### config.mk
export PLATFORM = sky130hd
export DESIGN_NAME = asteroid_hit_ctrl_flat
export DESIGN_NICKNAME = d
export VERILOG_FILES = /design/src/rtl/asteroid_hit_ctrl_if.sv /design/src/rtl/asteroid_hit_ctrl.sv /design/src/flat_wrapper.sv
export SDC_FILE = /design/constraint.sdc
export NUM_CORES = 1
export LEC_CHECK = 0
export BUFFER_PORTS_ARGS = -buffer_cell sky130_fd_sc_hd__buf_2
export CAP_MARGIN = 20
export CORE_MARGIN = 2
export CORE_UTILIZATION = 56
export CTS_BUF_LIST = sky130_fd_sc_hd__clkbuf_16
export DETAILED_ROUTE_END_ITERATION = 8
export PLACE_DENSITY = 0.85
export SLEW_MARGIN = 5
export SYNTH_ARGS = -nofsm -noshare
export SYNTH_HDL_FRONTEND = slang
export SYNTH_SLANG_ARGS = --single-unit
export TNS_END_PERCENT = 50
### constraint.sdc
create_clock -name clk -period 2.8 [get_ports clk]
set_clock_uncertainty 0.2 [all_clocks]
set_input_delay 0.28 -clock clk [delete_from_list [all_inputs] [get_ports clk]]
set_output_delay 0.28 -clock clk [all_outputs]
set_load 0.01 [all_outputs]
### src/rtl/asteroid_hit_ctrl_if.sv
// Signal bundle between the asteroid hit controller and the rest of the game.
// The slave modport is the controller's view; the master modport is the
// environment: the sprite units, the VGA timing and the start screen.
interface asteroid_hit_ctrl_if #(
  parameter int unsigned SCORE_W = 16
) ();

  // Frame timing and game mode
  logic               vsync;
  logic               start_done;

  // Per-pixel opacity from the sprite units
  logic               ast_pixel;
  logic               torp_pixel;
  logic               ship_pixel;

  // Value of the asteroid at its current size
  logic [6:0]         ast_points;

  // Controller outputs
  logic               new_asteroid;
  logic               asteroid_hit;
  logic               torp_kill;
  logic               ship_hit;
  logic               ast_visible;
  logic               ship_visible;
  logic               game_over;
  logic [SCORE_W-1:0] score;
  logic [2:0]         lives;

  modport master (
    output vsync,
    output start_done,
    output ast_pixel,
    output torp_pixel,
    output ship_pixel,
    output ast_points,
    input  new_asteroid,
    input  asteroid_hit,
    input  torp_kill,
    input  ship_hit,
    input  ast_visible,
    input  ship_visible,
    input  game_over,
    input  score,
    input  lives
  );

  modport slave (
    input  vsync,
    input  start_done,
    input  ast_pixel,
    input  torp_pixel,
    input  ship_pixel,
    input  ast_points,
    output new_asteroid,
    output asteroid_hit,
    output torp_kill,
    output ship_hit,
    output ast_visible,
    output ship_visible,
    output game_over,
    output score,
    output lives
  );

endinterface

### src/rtl/asteroid_hit_ctrl.sv
// Asteroid game-rule controller.
// Latches pixel collisions during a frame, evaluates them on vsync and drives
// the asteroid sprite unit (new_asteroid / asteroid_hit / torp_kill). Keeps
// score, ship lives and the game-over state.
// Optional feature: define ASTEROID_EXTRA_LIFE_EN to award one life each time
// the score crosses a multiple of EXTRA_LIFE_PTS. Undefined by default.
module asteroid_hit_ctrl #(
  parameter int unsigned SCORE_W        = 16,
  parameter int unsigned LIVES          = 3,
  parameter int unsigned HIT_COOLDOWN   = 8,
  parameter int unsigned RESPAWN_FRAMES = 60,
  parameter int unsigned DEAD_FRAMES    = 120,
  parameter int unsigned EXTRA_LIFE_PTS = 1000
) (
  input logic                clk,
  input logic                resetN,
  asteroid_hit_ctrl_if.slave bus
);

  // Frame counter is sized for the longest wait of any timed state.
  localparam int unsigned MaxFrames =
      (HIT_COOLDOWN >= RESPAWN_FRAMES && HIT_COOLDOWN >= DEAD_FRAMES) ? HIT_COOLDOWN :
      (RESPAWN_FRAMES >= DEAD_FRAMES) ? RESPAWN_FRAMES : DEAD_FRAMES;
  localparam int unsigned CntW = $clog2(MaxFrames + 1);

  // A timed state exits on the vsync seen while the counter holds N-1.
  localparam logic [CntW-1:0] CoolLast    = CntW'(HIT_COOLDOWN - 1);
  localparam logic [CntW-1:0] RespawnLast = CntW'(RESPAWN_FRAMES - 1);
  localparam logic [CntW-1:0] DeadLast    = CntW'(DEAD_FRAMES - 1);
  localparam logic [CntW-1:0] FrameOne    = CntW'(1);

  localparam logic [2:0] LivesInit = 3'(LIVES);
  localparam logic [2:0] LivesMax  = 3'd7;
  localparam logic [1:0] StageSmall = 2'd2;

  typedef enum logic [2:0] {
    StIdle,
    StPlay,
    StCooldown,
    StRespawn,
    StShipDead,
    StGameOver
  } state_e;

  state_e             state_q;
  logic [CntW-1:0]    frame_cnt_q;
  logic [1:0]         stage_q;
  logic               torp_f_q;
  logic               ship_f_q;
  logic               respawn_pend_q;
  logic               new_ast_q;
  logic               ast_hit_q;
  logic               torp_kill_q;
  logic               ship_hit_q;
  logic               ast_vis_q;
  logic               ship_vis_q;
  logic               game_over_q;
  logic [SCORE_W-1:0] score_q;
  logic [2:0]         lives_q;

  logic               torp_col;
  logic               ship_col;
  logic [SCORE_W:0]   score_sum;
  logic [SCORE_W-1:0] score_add;
  logic               add_en;
  logic               life_cross;

  assign torp_col = bus.ast_pixel & bus.torp_pixel;
  assign ship_col = bus.ast_pixel & bus.ship_pixel;

  // ast_points is taken in the cycle the asteroid_hit pulse is high, i.e.
  // before the sprite unit has shrunk the asteroid.
  assign score_sum = {1'b0, score_q} + (SCORE_W + 1)'(bus.ast_points);
  assign score_add = score_sum[SCORE_W] ? {SCORE_W{1'b1}} : score_sum[SCORE_W-1:0];
  assign add_en    = ast_hit_q & (state_q != StGameOver);

`ifdef ASTEROID_EXTRA_LIFE_EN
  localparam logic [SCORE_W:0] LifeStep = (SCORE_W + 1)'(EXTRA_LIFE_PTS);

  // Next score that earns a life; always above the current score, so a
  // single compare detects a crossing and one add awards at most one life.
  logic [SCORE_W:0] life_thr_q;

  assign life_cross = ({1'b0, score_add} >= life_thr_q);

  // Advance the extra-life threshold by one step per crossing; restart with the game.
  always_ff @(posedge clk or negedge resetN) begin
    if (!resetN) begin
      life_thr_q <= LifeStep;
    end else if (bus.start_done) begin
      if (state_q == StIdle) begin
        life_thr_q <= LifeStep;
      end else if (add_en && life_cross) begin
        life_thr_q <= life_thr_q + LifeStep;
      end
    end
  end
`else
  logic unused_extra_life_pts;

  assign life_cross            = 1'b0;
  assign unused_extra_life_pts = ^EXTRA_LIFE_PTS;
`endif

  // Game FSM with all pulses, levels, score and lives registered.
  always_ff @(posedge clk or negedge resetN) begin
    if (!resetN) begin
      state_q        <= StIdle;
      frame_cnt_q    <= '0;
      stage_q        <= 2'd0;
      torp_f_q       <= 1'b0;
      ship_f_q       <= 1'b0;
      respawn_pend_q <= 1'b0;
      new_ast_q      <= 1'b0;
      ast_hit_q      <= 1'b0;
      torp_kill_q    <= 1'b0;
      ship_hit_q     <= 1'b0;
      ast_vis_q      <= 1'b1;
      ship_vis_q     <= 1'b1;
      game_over_q    <= 1'b0;
      score_q        <= '0;
      lives_q        <= LivesInit;
    end else begin
      // Pulses are single-cycle unless re-asserted below.
      new_ast_q   <= 1'b0;
      ast_hit_q   <= 1'b0;
      torp_kill_q <= 1'b0;
      ship_hit_q  <= 1'b0;

      if (!bus.start_done) begin
        // Back to the title screen; score stays on display until next start.
        state_q        <= StIdle;
        frame_cnt_q    <= '0;
        torp_f_q       <= 1'b0;
        ship_f_q       <= 1'b0;
        respawn_pend_q <= 1'b0;
        ast_vis_q      <= 1'b1;
        ship_vis_q     <= 1'b1;
        game_over_q    <= 1'b0;
      end else begin
        // Score add lands one cycle after the hit pulse, whatever the state.
        if (add_en) begin
          score_q <= score_add;
          if (life_cross && (lives_q != LivesMax)) begin
            lives_q <= lives_q + 3'd1;
          end
        end

        unique case (state_q)
          StIdle: begin
            state_q     <= StPlay;
            frame_cnt_q <= '0;
            score_q     <= '0;
            lives_q     <= LivesInit;
            stage_q     <= 2'd0;
            new_ast_q   <= 1'b1;
            torp_f_q    <= 1'b0;
            ship_f_q    <= 1'b0;
          end

          StPlay: begin
            if (bus.vsync) begin
              if (torp_f_q) begin
                ast_hit_q   <= 1'b1;
                torp_kill_q <= 1'b1;
                if (stage_q == StageSmall) begin
                  stage_q        <= 2'd0;
                  respawn_pend_q <= 1'b1;
                  ast_vis_q      <= 1'b0;
                end else begin
                  stage_q <= stage_q + 2'd1;
                end
              end
              if (ship_f_q) begin
                // Ship death takes priority; a pending respawn is served on exit.
                ship_hit_q  <= 1'b1;
                ship_vis_q  <= 1'b0;
                state_q     <= StShipDead;
                frame_cnt_q <= '0;
                torp_f_q    <= 1'b0;
                ship_f_q    <= 1'b0;
                if (lives_q != 3'd0) begin
                  lives_q <= lives_q - 3'd1;
                end
              end else if (torp_f_q) begin
                state_q     <= (stage_q == StageSmall) ? StRespawn : StCooldown;
                frame_cnt_q <= '0;
                torp_f_q    <= 1'b0;
                ship_f_q    <= 1'b0;
              end else begin
                // Collision in the vsync cycle itself belongs to the next frame.
                torp_f_q <= torp_col;
                ship_f_q <= ship_col;
              end
            end else begin
              torp_f_q <= torp_f_q | torp_col;
              ship_f_q <= ship_f_q | ship_col;
            end
          end

          StCooldown: begin
            if (bus.vsync) begin
              if (frame_cnt_q == CoolLast) begin
                state_q     <= StPlay;
                frame_cnt_q <= '0;
              end else begin
                frame_cnt_q <= frame_cnt_q + FrameOne;
              end
            end
          end

          StRespawn: begin
            if (bus.vsync) begin
              if (frame_cnt_q == RespawnLast) begin
                state_q        <= StPlay;
                frame_cnt_q    <= '0;
                new_ast_q      <= 1'b1;
                ast_vis_q      <= 1'b1;
                respawn_pend_q <= 1'b0;
              end else begin
                frame_cnt_q <= frame_cnt_q + FrameOne;
              end
            end
          end

          StShipDead: begin
            if (bus.vsync) begin
              if (frame_cnt_q == DeadLast) begin
                frame_cnt_q <= '0;
                if (lives_q == 3'd0) begin
                  state_q     <= StGameOver;
                  game_over_q <= 1'b1;
                end else begin
                  state_q    <= StPlay;
                  ship_vis_q <= 1'b1;
                  if (respawn_pend_q) begin
                    new_ast_q      <= 1'b1;
                    ast_vis_q      <= 1'b1;
                    respawn_pend_q <= 1'b0;
                  end
                end
              end else begin
                frame_cnt_q <= frame_cnt_q + FrameOne;
              end
            end
          end

          StGameOver: begin
            game_over_q <= 1'b1;
          end

          default: begin
            state_q     <= StIdle;
            frame_cnt_q <= '0;
          end
        endcase
      end
    end
  end

  assign bus.new_asteroid = new_ast_q;
  assign bus.asteroid_hit = ast_hit_q;
  assign bus.torp_kill    = torp_kill_q;
  assign bus.ship_hit     = ship_hit_q;
  assign bus.ast_visible  = ast_vis_q;
  assign bus.ship_visible = ship_vis_q;
  assign bus.game_over    = game_over_q;
  assign bus.score        = score_q;
  assign bus.lives        = lives_q;

endmodule

### src/flat_wrapper.sv
// flat-port wrapper written by rule: the top's interface ports become plain ports
module asteroid_hit_ctrl_flat 
#(
  parameter int unsigned SCORE_W        = 16,
  parameter int unsigned LIVES          = 3,
  parameter int unsigned HIT_COOLDOWN   = 8,
  parameter int unsigned RESPAWN_FRAMES = 60,
  parameter int unsigned DEAD_FRAMES    = 120,
  parameter int unsigned EXTRA_LIFE_PTS = 1000
)
  (clk, resetN, bus_vsync, bus_start_done, bus_ast_pixel, bus_torp_pixel, bus_ship_pixel, bus_ast_points, bus_new_asteroid, bus_asteroid_hit, bus_torp_kill, bus_ship_hit, bus_ast_visible, bus_ship_visible, bus_game_over, bus_score, bus_lives);
  asteroid_hit_ctrl_if #(.SCORE_W(SCORE_W)) bus_i ();
  input logic clk;
  input logic resetN;
  input wire logic [$bits(bus_i.vsync)-1:0] bus_vsync;
  input wire logic [$bits(bus_i.start_done)-1:0] bus_start_done;
  input wire logic [$bits(bus_i.ast_pixel)-1:0] bus_ast_pixel;
  input wire logic [$bits(bus_i.torp_pixel)-1:0] bus_torp_pixel;
  input wire logic [$bits(bus_i.ship_pixel)-1:0] bus_ship_pixel;
  input wire logic [$bits(bus_i.ast_points)-1:0] bus_ast_points;
  output wire logic [$bits(bus_i.new_asteroid)-1:0] bus_new_asteroid;
  output wire logic [$bits(bus_i.asteroid_hit)-1:0] bus_asteroid_hit;
  output wire logic [$bits(bus_i.torp_kill)-1:0] bus_torp_kill;
  output wire logic [$bits(bus_i.ship_hit)-1:0] bus_ship_hit;
  output wire logic [$bits(bus_i.ast_visible)-1:0] bus_ast_visible;
  output wire logic [$bits(bus_i.ship_visible)-1:0] bus_ship_visible;
  output wire logic [$bits(bus_i.game_over)-1:0] bus_game_over;
  output wire logic [$bits(bus_i.score)-1:0] bus_score;
  output wire logic [$bits(bus_i.lives)-1:0] bus_lives;
  assign bus_i.vsync = bus_vsync;
  assign bus_i.start_done = bus_start_done;
  assign bus_i.ast_pixel = bus_ast_pixel;
  assign bus_i.torp_pixel = bus_torp_pixel;
  assign bus_i.ship_pixel = bus_ship_pixel;
  assign bus_i.ast_points = bus_ast_points;
  assign bus_new_asteroid = bus_i.new_asteroid;
  assign bus_asteroid_hit = bus_i.asteroid_hit;
  assign bus_torp_kill = bus_i.torp_kill;
  assign bus_ship_hit = bus_i.ship_hit;
  assign bus_ast_visible = bus_i.ast_visible;
  assign bus_ship_visible = bus_i.ship_visible;
  assign bus_game_over = bus_i.game_over;
  assign bus_score = bus_i.score;
  assign bus_lives = bus_i.lives;
  asteroid_hit_ctrl #(.SCORE_W(SCORE_W), .LIVES(LIVES), .HIT_COOLDOWN(HIT_COOLDOWN), .RESPAWN_FRAMES(RESPAWN_FRAMES), .DEAD_FRAMES(DEAD_FRAMES), .EXTRA_LIFE_PTS(EXTRA_LIFE_PTS)) u_core (.clk(clk), .resetN(resetN), .bus(bus_i));
endmodule
# == After elaboration in Yosys (flattened, before gate mapping) ==
# Index checks and enable logic that the tools add are counted.
# totals
ff_bits,40
elab_cells,164
out_inout_bits,26
inputBits,14
# op_classes
eq_ne,33
reduce_logical,14
addsub,4
n_bitwise,5
muxes,94
# ops
operator,count
$mux 7,10
$mux 1,53
$mux 16,3
$mux 3,14
$pmux 7 s5,1
$ne 3x2->1 const B,8
$ne 3x3->1 const B,6
$pmux 3 s6,1
$reduce_and 9->1,2
$add 16x7->17,1
$reduce_and 6->1,2
$reduce_and 10->1,1
$ne 3x1->1 const B,3
$pmux 1 s3,3
$pmux 1 s2,4
$reduce_and 4->1,2
$add 7x1->7 const B,1
$eq 7x3->1 const B,1
$eq 7x6->1 const B,1
$eq 7x7->1 const B,1
$eq 3x2->1 const B,2
$eq 3x3->1 const B,2
$logic_not 3->1,2
$mux 2,3
16 further kinds,23

# == Longest topological paths before layout ==
# Gate-level depths: netlist (run 1).
# logic_depth
word_depth,7
mapped_depth,8
depth_no_buf,8

# == Worst setup path before layout (run 1) ==
# No wires, ideal clock.
# synth_path
path_type,reg-to-reg
start,register u_core.score_q[0] (netlist: u_core.bus.score[0])
end,register u_core.score_q[9] (netlist: u_core.bus.score[9])
setup_ns,0.120
t_arrival_ns,2.310
period_less_slack_ns,2.630
path_buffers,0
stages_incl_launch_ff,8
slack_ns,0.170
required_time_ns,2.480
path_cell_list,dfrtp_1 -> ha_1 -> fa_1 -> a21o_1 -> a221oi_2 -> nor4b_1 -> or4b_1 -> o211a_1
# synth_between
elab_chain_cells,4
# synth_lines
element,line,rtl
from (decl),asteroid_hit_ctrl.sv:58,logic [SCORE_W-1:0] score_q;
from (signal assigned),asteroid_hit_ctrl.sv:143,score_q <= score_add;
$add 16x7->17,asteroid_hit_ctrl.sv:73,"assign score_sum = {1'b0, score_q} + (SCORE_W + 1)'(bus.ast_points);"
$mux 16,asteroid_hit_ctrl.sv:74,assign score_add = score_sum[SCORE_W] ? {SCORE_W{1'b1}} : score_sum[SCORE_W-1:0];
$mux 16,asteroid_hit_ctrl.sv:142,if (add_en) begin
$mux 16,asteroid_hit_ctrl.sv:149,unique case (state_q)
# Every way passes these cells. The select of a mux whose other input is x is not followed.
# A chain may end at the register's enable or synchronous reset.

# == Worst setup path after layout (run 1) ==
# Same ends and word-level chain as after synthesis.

==> out/results.ini, run 1 <==
[grt]
grt_max_degree=41
antenna_found_initial=0
grt-ovfl-total=0
grt_usage_pct=24.4
grt_pass1_wl_mm=9.65
grt_pass1_vias=2127

[critical_path]
slowest_stage=or4b_1
crit_arrival_ns=2.63
max_stage_delay_ns=0.53
path_max_fanout=3
endpoint_kind=register
startpoint_type=register
crit_chain=ha_1, fa_1, a21o_1, a221oi_2, nor4b_2, or4b_1, o211a_1
crit_required_ns=2.77
crit_type=register to register

[power]
power.density_nw_per_um2=637
power.total_mw=1.85
ir_worst_vdd_mv=0.616
p_leak_nw=1.37

[logic_synthesis]
async_flop_share_pct=100
synth_cells=277
ys_seq_area_share_pct=40.8
synth_area_per_cell_um2=8.91
synth_edf_count=0
synth_seq_cells=40
synth_area_um2=2470
syn-num-nets=302
yosysUniqueCellTypes=57
ys.flop_type=dfrtp_1
ys.warnings.count=0

[clock_tree]
path_clk_slew_ns=0.06
cts_tree=done
postCtsSetupBuffers=0
cts_root_buffer=clkbuf_16
htree_levels=2
cts_sinks=40
clk_latency_ns=0.28
cts-buffers-inserted=5
clock_path_buffers=2

[job]
maxCapViolations=0

[detailed_routing]
num_vias=2294
routed_wl_mm=5.72
wl_per_cell_um=15.4
viasPerCell=6.17
drc_errors=0
first_pass_iters=5
drt_iter0_markers=194
drt.antenna.violating_nets=0

[sta]
fin_crit_sh_pct=95.1
tns_ns=0
rsz0062_at_grt=false
max_clock_freq_mhz=376
slew_headroom_pct=40.0
report.final.slew_viol_count=0
setup_viol=0
fin_ws_ns=0.138
hold_viol=0
whs_ns=0.0493
layout_min_cycle_time_ns=2.66
worst_pin_slew_ns=0.900

[placement]
globalplace.congestion=0.912
placed_cells=363
port_buffers=39
hpwl_mm=4.04
dp_slack_ns=0.139
placed_area_um2=2730

[floorplanning]
die_w_um=70.4
io-pin-count=40
start_util_pct=57.5
die_h_um=70.4
core_um2=4290
rows=24
dieArea_um2=4950

[final_layout]
num-fill-cells=354
final_core_util_pct=67.7
num_antenna_cells=0
area_growth_pct=17.7
nets=344
design_area_um2=2910
fin_cells=372
drive_gt1_share_pct=19.4

[worst_hold_path]
min_path_type=input pin to register

[status]
status=complete, no violations

-- worst paths after layout --
| kind | slack [ns] | startpoint | cells past startpoint | end |
|---|---|---|---|---|
| max | 0.14 | u_core.bus.score[0]$_DFFE_PN0P_ | 7 | u_core.bus.score[9]$_DFFE_PN0P_ |
| min | 0.05 | bus_ship_pixel | 2 | u_core.ship_f_q$_DFFE_PN0P_ |
| max reg2reg | 0.14 | u_core.bus.score[0]$_DFFE_PN0P_ | 7 | u_core.bus.score[9]$_DFFE_PN0P_ |
| min reg2reg | 0.30 | u_core.bus.score[3]$_DFFE_PN0P_ | 2 | u_core.bus.score[3]$_DFFE_PN0P_ |
| max in group asynchronous | 1.37 | resetN | 2 | u_core.stage_q[0]$_DFFE_PN0P_ |
| min in group asynchronous | 0.46 | resetN | 2 | u_core.bus.score[13]$_DFFE_PN0P_ |
-- what timing repair did --
action                    4_1_cts  5_1_grt
gates resized for setup         0        0
hold buffers                    1        0
hold endpoints to repair       36        0
-- synthesized netlist by cell type (all sizes together) (8+ instances only) --
master	count	area (µm²)
dfrtp	36	901
nand2	33	124
nor2	28	105
o21ai	23	115
nor3	12	60.1
ha	10	125
a21oi	9	45.0
clkbuf	9	33.8
nand2b	9	56.3
nand3	9	45.0
nor2b	8	50.1
-- cell families (layout without fill, tap and decap cells) --
logic type / Yosys count / count (layout) / share of synthesized area [%]
muxes: 3 / 3 / 1.27
DFF: 40 / 40 / 40.8
AOI/OAI and AO/OA: 77 / 77 / 22.2
buffers and inverters: 18 / 61 / 2.94
xor gates and xnor gates: 5 / 5 / 1.78
adders and majority gates: 11 / 11 / 5.88
and+or+nand+nor: 123 / 123 / 25.2
-- critical path, delay by kind of cell (launching register included) --
| kind | cells | cell delay (ns) |
|---|---|---|
| adders and majority gates | 2 | 0.65 |
| DFF | 1 | 0.39 |
| AOI/OAI and AO/OA | 3 | 0.67 |
| and+or+nand+nor | 2 | 0.63 |
-- report_power, final --
group	leakage [nW]	internal, mW	switching, mW	total, mW
Clock	0.0789	0.414	0.225	0.639
Sequential	0.540	0.645	0.0781	0.723
Combinational	0.751	0.198	0.290	0.488
-- flip-flops by register name, indices dropped and copies added (netlist names), 2 cells and up --
name,flops
u_core.state_q,3
u_core.frame_cnt_q,7
u_core.bus.score,16
u_core.stage_q,2
u_core.bus.lives,3
-- area by class of cell --
cell class	count	area (µm²)	area share [%]
timing repair buffer	46	250	8.61
multi-input combinational	219	1400	48.0
sequential	40	1010	34.6
tap	52	65.1	2.24
clock inverter	3	37.5	1.29
inverter	7	26.3	0.904
clock buffer	5	125	4.31
-- metal layers --
metal,track usage (%),up-vias,share of wire (%)
met5,0,-,0
met4,10.0,0,2.2
met3,5.48,13,4.7
met2,40.0,79,48
met1,31.1,1088,45
li1,-,1114,-
-- cell usage in the layout, fill, tap and decap left out, types with 4 or more instances in the layout --
| cell type | instances |
|---|---|
| a21oi_1 | 9 |
| a22o_1 | 6 |
| a31oi_1 | 7 |
| buf_2 | 39 |
| buf_4 | 6 |
| clkbuf_16 | 5 |
| dfrtp_1 | 36 |
| dfstp_2 | 4 |
| ha_1 | 10 |
| inv_1 | 6 |
| nand2_1 | 33 |
| nand2b_1 | 9 |
| nand3_1 | 9 |
| nor2_1 | 28 |
| nor2b_1 | 8 |
| nor3_1 | 12 |
| o21a_1 | 4 |
| o21ai_0 | 23 |
| or3_1 | 6 |
(Power assumes the default switching activity.)
==> inputs of run 2 (changes only) <==
--- a/config.mk
+++ b/config.mk
@@ -8,10 +8,12 @@
 export BUFFER_PORTS_ARGS = -buffer_cell sky130_fd_sc_hd__buf_2
 export CAP_MARGIN = 20
 export CORE_MARGIN = 2
-export CORE_UTILIZATION = 56
+export CORE_UTILIZATION = 45
 export CTS_BUF_LIST = sky130_fd_sc_hd__clkbuf_16
 export DETAILED_ROUTE_END_ITERATION = 8
-export PLACE_DENSITY = 0.85
+export MAX_ROUTING_LAYER = met4
+export PLACE_DENSITY = 0.72
+export RECOVER_POWER = 50
 export SLEW_MARGIN = 5
 export SYNTH_ARGS = -nofsm -noshare
 export SYNTH_HDL_FRONTEND = slang
==> run 2 against run 1 <==
  * Count of clock-buffer cells in the layout is the same
  * Critical path depth unchanged
  * Via count shrank 1.8%
  * Non-clock buffer count increased by 2
  * Sequential power shrank 1%
  * Largest power group unchanged
  * Highest routed layer unchanged
==> out/results.ini, run 2 (synthesis gave the netlist of run 1 again) <==
[grt]
grt_max_degree=41
grt_pass1_vias=2206
grt-ovfl-total=0
grt_pass1_wl_mm=10.1
antenna_found_initial=0
grt_usage_pct=21.0

[power]
p_int_mw=1.27
netSwitchingFraction_pct=32.2
p_seq_share_pct=38.1
power.density_nw_per_um2=643
ir_worst_vdd_mv=0.335
p_leak_nw=1.28
pwr-share-comb_pct=27.6
clock_power_share_pct=34.3
p_switching_mw=0.605

[clock_tree]
clock_path_buffers=2
cts_root_buffer=clkbuf_16
cts_sinks=40
htree_levels=2
cts-buffers-inserted=5
path_clk_slew_ns=0.06
postCtsSetupBuffers=0
post_cts_resized=0
clk_latency_ns=0.28
cts_tree=done

[sta]
layout_min_cycle_time_ns=2.62
setup_viol=0
max_clock_freq_mhz=382
fin_crit_sh_pct=93.6
tns_ns=0
worst_pin_slew_ns=0.988
fin_ws_ns=0.180
report.final.slew_viol_count=0
rsz0062_at_grt=false
hold_viol=0
slew_headroom_pct=34.1

[final_layout]
fin_cells=392
largest_register_ffs=16
nets=346
drive_gt1_share_pct=12.1
num_antenna_cells=0
final_common_cell=dfrtp_1
layout_common_cells=36 x dfrtp_1, 33 x nand2_1, 28 x nor2_1
final_core_util_pct=56.0
area_growth_pct=18.2

[critical_path]
worstReg2RegStart=u_core.bus.score[0]$_DFFE_PN0P_
max_stage_delay_ns=0.51
reg2reg_to=u_core.bus.score[9]$_DFFE_PN0P_
reg2reg_depth=7
path_max_fanout=3
slowest_stage=or4b_1
r2r_setup_slack_ns=0.18
crit_arrival_ns=2.59
endpoint_kind=register
crit_required_ns=2.77
startpoint_type=register
crit_chain=ha_1, fa_1, a21o_1, a221oi_2, nor4b_2, or4b_1, o211a_1
crit_type=register to register

[floorplanning]
dieArea_um2=6090
die_w_um=78.0
core_um2=5200
io-pin-count=40
start_util_pct=47.4
rows=26
die_h_um=78.0

[detailed_routing]
first_pass_iters=4
routed_wl_mm=5.78
wl_per_cell_um=14.8
drt.antenna.violating_nets=0
drt_iter0_markers=86
viasPerCell=5.75
drc_errors=0
num_vias=2253

[placement]
hpwl_mm=4.24
port_buffers=39
dp_slack_ns=0.200
placed_cells=383
globalplace.congestion=0.933

[job]
maxCapViolations=0

[worst_hold_path]
hold_start=bus_ship_pixel
hold-path-endpoint=u_core.ship_f_q$_DFFE_PN0P_
hold_depth=2
min_path_type=input pin to register

[status]
status=complete, no violations

-- run 2: how the worst max path moves through the flow --
| stage | endpoint | depth (start not counted) | from | slack, ns |
|---|---|---|---|---|
| 6_report | u_core.bus.score[9]$_DFFE_PN0P_ | 7 | u_core.bus.score[0]$_DFFE_PN0P_ | 0.18 |
| 5_1_grt | u_core.bus.score[9]$_DFFE_PN0P_ | 7 | u_core.bus.score[0]$_DFFE_PN0P_ | 0.07 |
| 4_1_cts | u_core.bus.score[9]$_DFFE_PN0P_ | 7 | u_core.bus.score[0]$_DFFE_PN0P_ | 0.18 |
| 3_5_place_dp | u_core.bus.score[9]$_DFFE_PN0P_ | 7 | u_core.bus.score[0]$_DFFE_PN0P_ | 0.20 |
| 3_3_place_gp | u_core.bus.score[9]$_DFFE_PN0P_ | 7 | u_core.bus.score[0]$_DFFE_PN0P_ | 0.23 |
| 2_1_floorplan | u_core.bus.score[9]$_DFFE_PN0P_ | 7 | u_core.bus.score[0]$_DFFE_PN0P_ | 0.17 |
-- run 2: per-layer routing --
layer  wire (µm)  up-vias  global-route usage [%]
met5           0        -                       -
met4          63        0                    6.84
met3         295        6                    3.56
met2        2870       60                    34.2
met1        2550     1075                    26.8
li1            -     1112                       -
-- run 2: area by class of cell --
type                    instances  area, µm²
fillers                       489       2290
multi-input cells             219       1400
clock inverters                 3       42.5
inverters                       7       26.3
well taps                      70       87.6
repair buffers                 48        234
flip-flops and latches         40       1010
clock buffers                   5        125
-- run 2: through the flow --
step | area, µm² | hold slack, ns | power, mW
2_1_floorplan | 2470 | -0.216 | 1.05
6_report | 2920 | 0.0558 | 1.88
3_5_place_dp | 2770 | 0.266 | 1.24
4_1_cts | 2950 | 0.0536 | 1.90
3_3_place_gp | 2770 | 0.261 | 1.23
5_1_grt | 2920 | 0.0597 | 1.99
-- run 2: what timing repair did --
action | CTS | global route
endpoints found under the hold margin | 36 | 0
setup endpoints to repair | 0 | 0
hold buffers | 1 | 0
-- run 2: power by group through the flow --
stage	Sequential (mW)	Combinational (mW)	Clock, mW
finish	0.715	0.518	0.644
CTS	0.712	0.527	0.656
global placement	0.721	0.514	0
floorplan	0.714	0.338	0
global route	0.724	0.586	0.685
detailed placement	0.722	0.521	0
-- run 2: critical path, delay by kind of cell (launching register included) --
family | cells | cell delay [ns]
DFF | 1 | 0.40
and+or+nand+nor | 2 | 0.61
adders and majority gates | 2 | 0.63
AOI/OAI and AO/OA | 3 | 0.68
